File: config.mk
export PLATFORM = sky130hd
export DESIGN_NAME = mux_arb_nway
export DESIGN_NICKNAME = d
export VERILOG_FILES = /design/src/rtl/mux_arb_nway.sv
export SDC_FILE = /design/constraint.sdc
export NUM_CORES = 1
export LEC_CHECK = 0
export BUFFER_PORTS_ARGS = -buffer_cell sky130_fd_sc_hd__buf_2
export CAP_MARGIN = 20
export CORE_ASPECT_RATIO = 1.2
export CORE_MARGIN = 2
export CORE_UTILIZATION = 48
export CTS_BUF_LIST = sky130_fd_sc_hd__clkbuf_8 sky130_fd_sc_hd__clkbuf_16
export DETAILED_ROUTE_END_ITERATION = 12
export MAX_ROUTING_LAYER = met4
export PLACE_DENSITY = 0.83
export SLEW_MARGIN = 20
export SYNTH_ARGS = -nofsm -noshare
export SYNTH_HDL_FRONTEND = slang
export SYNTH_SLANG_ARGS = --single-unit
File: constraint.sdc
create_clock -name clk -period 6.4 [get_ports clk]
set_input_delay 1.28 -clock clk [delete_from_list [all_inputs] [get_ports clk]]
set_output_delay 1.28 -clock clk [all_outputs]
set_load 0.02 [all_outputs]
File: src/rtl/mux_arb_nway.sv
// N-way round-robin arbiter/mux with valid/ready handshakes and a registered output stage.
// Optional MUX_ARB_FORCE_EN adds force_en/force_sel to restrict eligibility to one channel.
module mux_arb_nway #(
  parameter int unsigned  N     = 8,
  parameter int unsigned  WIDTH = 16,
  localparam int unsigned SELW  = $clog2(N)
) (
  input  logic               clk,
  input  logic               rst_n,
  input  logic [0:N*WIDTH-1] in,
  input  logic [0:N-1]       in_valid,
  output logic [0:N-1]       in_ready,
  output logic [0:WIDTH-1]   out,
  output logic               out_valid,
  input  logic               out_ready,
  output logic [0:SELW-1]    out_sel
`ifdef MUX_ARB_FORCE_EN
  ,
  input  logic               force_en,
  input  logic [0:SELW-1]    force_sel
`endif
);

  logic [WIDTH-1:0] out_q, out_d;
  logic [SELW-1:0]  sel_q, sel_d;
  logic             valid_q, valid_d;
  logic [SELW-1:0]  ptr_q, ptr_d;

  logic [SELW-1:0]  grant_idx;
  logic             grant_found;
  logic [SELW:0]    scan_idx;
  logic [WIDTH-1:0] grant_data;
  logic             load;

  assign load = !valid_q || out_ready;

  // Scan ptr, ptr+1, ... with an explicit wrap at N so non-power-of-two N never aliases.
  always_comb begin
    grant_found = 1'b0;
    grant_idx   = '0;
    scan_idx    = '0;
`ifdef MUX_ARB_FORCE_EN
    if (force_en) begin
      if ({1'b0, force_sel} < (SELW+1)'(N)) begin
        grant_idx   = force_sel;
        grant_found = in_valid[force_sel];
      end
    end else
`endif
    begin
      for (int unsigned k = 0; k < N; k++) begin
        scan_idx = {1'b0, ptr_q} + (SELW+1)'(k);
        if (scan_idx >= (SELW+1)'(N)) begin
          scan_idx = scan_idx - (SELW+1)'(N);
        end
        if (!grant_found && in_valid[scan_idx[SELW-1:0]]) begin
          grant_found = 1'b1;
          grant_idx   = scan_idx[SELW-1:0];
        end
      end
    end
  end

  always_comb begin
    grant_data = '0;
    for (int unsigned i = 0; i < N; i++) begin
      if (grant_idx == SELW'(i)) begin
        grant_data = in[i*WIDTH +: WIDTH];
      end
    end
  end

  always_comb begin
    in_ready = '0;
    if (load && grant_found && rst_n) begin
      in_ready[grant_idx] = 1'b1;
    end
  end

  always_comb begin
    out_d   = out_q;
    sel_d   = sel_q;
    valid_d = valid_q;
    ptr_d   = ptr_q;
    if (load) begin
      valid_d = grant_found;
      if (grant_found) begin
        out_d = grant_data;
        sel_d = grant_idx;
`ifdef MUX_ARB_FORCE_EN
        if (!force_en)
`endif
        ptr_d = (grant_idx == SELW'(N - 1)) ? '0 : grant_idx + SELW'(1);
      end
    end
  end

  always_ff @(posedge clk or negedge rst_n) begin
    if (!rst_n) begin
      out_q   <= '0;
      sel_q   <= '0;
      valid_q <= 1'b0;
      ptr_q   <= '0;
    end else begin
      out_q   <= out_d;
      sel_q   <= sel_d;
      valid_q <= valid_d;
      ptr_q   <= ptr_d;
    end
  end

  assign out       = out_q;
  assign out_sel   = sel_q;
  assign out_valid = valid_q;

endmodule

==> flow_metrics.tcl <==
set metrics [dict create \
    grt_pass1_wl_um 20400 \
    holdWs_ns 0.494 \
    dr_total_vias 4249 \
    gp_congestion 1.04 \
    ys_warn_count 0 \
    fp.dieW_um 81.0 \
    r2r_start "ptr_q[0]$_DFFE_PN0P_" \
    cts_tree "built" \
    finalSetupViolCount 0 \
    antenna_found_initial 0 \
    drt_wl_total_um 13600 \
    cts_setup_buffers 0 \
    critPathSlowestCell "ha_1" \
    post-route-drc-count 0 \
    synth_flop_cell "dfrtp_1" \
    cp_slowest_stage_delay_ns 0.74 \
    clock-root-buffer "clkbuf_8" \
    grt_pass1_vias 4058 \
    core_mm2 0.00685 \
    row_count 33 \
    fin_util 0.633 \
    overflow 0 \
    avgSynthCellArea_um2 8.00 \
    final_max_slew_viol_count 0 \
    clk_path_buf_depth 2 \
    required_ns 5.12 \
    netlist_area_mm2 0.00341 \
    layout_common_cells "buf_2 (166), nor2_1 (40), nand2_1 (34)" \
    r2r_cells 18 \
    crit_start "ptr_q[0]$_DFFE_PN0P_" \
    fmax_mhz 171 \
    syn_inst 427 \
    vias_per_cell 6.42 \
    synth_fp_nets 574 \
    ant_nets 0 \
    drive_gt1_frac 0.367 \
    cp.depth 11 \
    wl_per_cell_um 20.5 \
    ioPinCount 167 \
    worst_pin_slew_ns 0.798 \
    outcome "finished clean" \
    finalSetupTns_ns 0 \
    ys_ff_latch 23 \
    diodes 0 \
    dieHeight_um 96.4 \
    area_growth_pct 27.2 \
    cts_buffers 3 \
    timing.final.hold_violations 0 \
    finalWorstPathRequiredPeriod_ns 5.85 \
    slew_headroom 0.461 \
    period_share 0.914 \
    layout_commonest_cell "buf_2" \
    reg2reg_to "out[1]$_DFFE_PN0P_" \
    cts_resized 0 \
    end_kind "primary output" \
    yosysSeqAreaShare 0.169 \
    start_util 0.498 \
    endpoint "in_ready[1]" \
    rsz0062_at_grt "no" \
    drv_cap 0 \
    start_kind "register" \
    hpwl_um 10800 \
    crit_type "reg2out" \
    clk_latency_ns 0.28 \
    critical_path_arrival_ns 4.57 \
    h-tree-depth 1 \
    hold_path_startpoint "out_sel[2]$_DFFE_PN0P_" \
    synth_edf_count 0 \
    grt_use_total 0.354 \
    async_flop_share 1.00 \
    worstPathBufferInverterCount 3 \
    cts_hold_buffers 0 \
    stdcell_area_mm2 0.00434 \
    die_area_mm2 0.00781 \
    cp_cell_sequence "clkinv_1 -> ha_1 -> mux2_2 -> mux4_2 -> nor3_2 -> nand3_1 -> o21ai_4 -> inv_2 -> or4_1 -> nor2_1 -> buf_2" \
    final_nets 723 \
    clk_pin_slew_ns 0.09 \
    port_buffers 166 \
    finClkSkew_ns 0.0109 \
    place_area_mm2 0.00430 \
    grt_max_degree 40 \
    clkSinkCount 23 \
    hold_class "reg2reg" \
    r2r_slack_ns 0.86 \
    ys_types 64 \
    dr.pass1.iters 5 \
    drt-initial-drc-count 223 \
    crit_family "simple AND/OR/NAND/NOR gates" \
    crit_fanout 15 \
]
## state kept, by name (all words and copies together), names as in the netlist
signal     flops
out_sel        3
out_valid      1
ptr_q          3
out           16
## worst min path at each step
stage                                   endpoint  slack (ns)  cells after the start
after CTS                 out_sel[2]$_DFFE_PN0P_        0.49                      2
final                     out_sel[2]$_DFFE_PN0P_        0.49                      2
after global routing      out_sel[2]$_DFFE_PN0P_        0.51                      2
after detailed placement  out_sel[2]$_DFFE_PN0P_        0.47                      2
after global placement    out_sel[2]$_DFFE_PN0P_        0.47                      2
after floorplan           out_sel[0]$_DFFE_PN0P_        0.58                      2
## worst reg2reg max path: cells and delay by family, from the launching register on
family / cells / cell delay, ns
compound gates: 8 / 1.69
buf+inv: 5 / 1.18
fa+ha+maj: 2 / 0.94
simple gates: 2 / 0.81
mux: 1 / 0.41
flops: 1 / 0.36
## cell usage after synthesis (10+ instances only)
library cell | number | area (µm²)
clkbuf_1 | 23 | 86.3
o21ai_0 | 20 | 100
inv_1 | 13 | 48.8
mux2_2 | 13 | 146
dfrtp_1 | 23 | 576
a221o_1 | 23 | 230
nor2_1 | 40 | 150
o311ai_0 | 10 | 87.6
a21oi_1 | 18 | 90.1
nand2_1 | 34 | 128
nand2b_1 | 19 | 119
mux2i_1 | 24 | 240
nand3_1 | 16 | 80.1
## per-layer routing
metal  vias up  routed length, µm  global-route usage
li1       1962                  -                   -
met4         0                824               0.201
met5         -                  0                   -
met3        59                937              0.0297
met1      1968               4770               0.379
met2       260               7060               0.641
## through the flow
stage	setup slack, ns	instances
2_1_floorplan	1.23	427
3_3_place_gp	0.863	658
3_5_place_dp	0.865	658
4_1_cts	0.554	662
5_1_grt	0.324	662
6_report	0.551	662
## logic make-up after synthesis
logic type,share of synthesized area
simple gates,0.217
xor+xnor,0.00990
flops,0.169
fa+ha+maj,0.0293
mux,0.174
compound gates,0.338
buf+inv,0.0634
## layout make-up
type / count / area (µm²)
Fill cell: 643 / 2510
Clock buffer: 3 / 41.3
Tap cell: 87 / 109
Multi-Input combinational cell: 353 / 2620
Sequential cell: 23 / 576
Clock inverter: 1 / 5.00
Inverter: 16 / 60.1
Timing Repair Buffer: 179 / 928
Power is left out: the tool's default activity adds up to more than one toggle a clock period on the data nets, which glitch-free logic cannot reach.
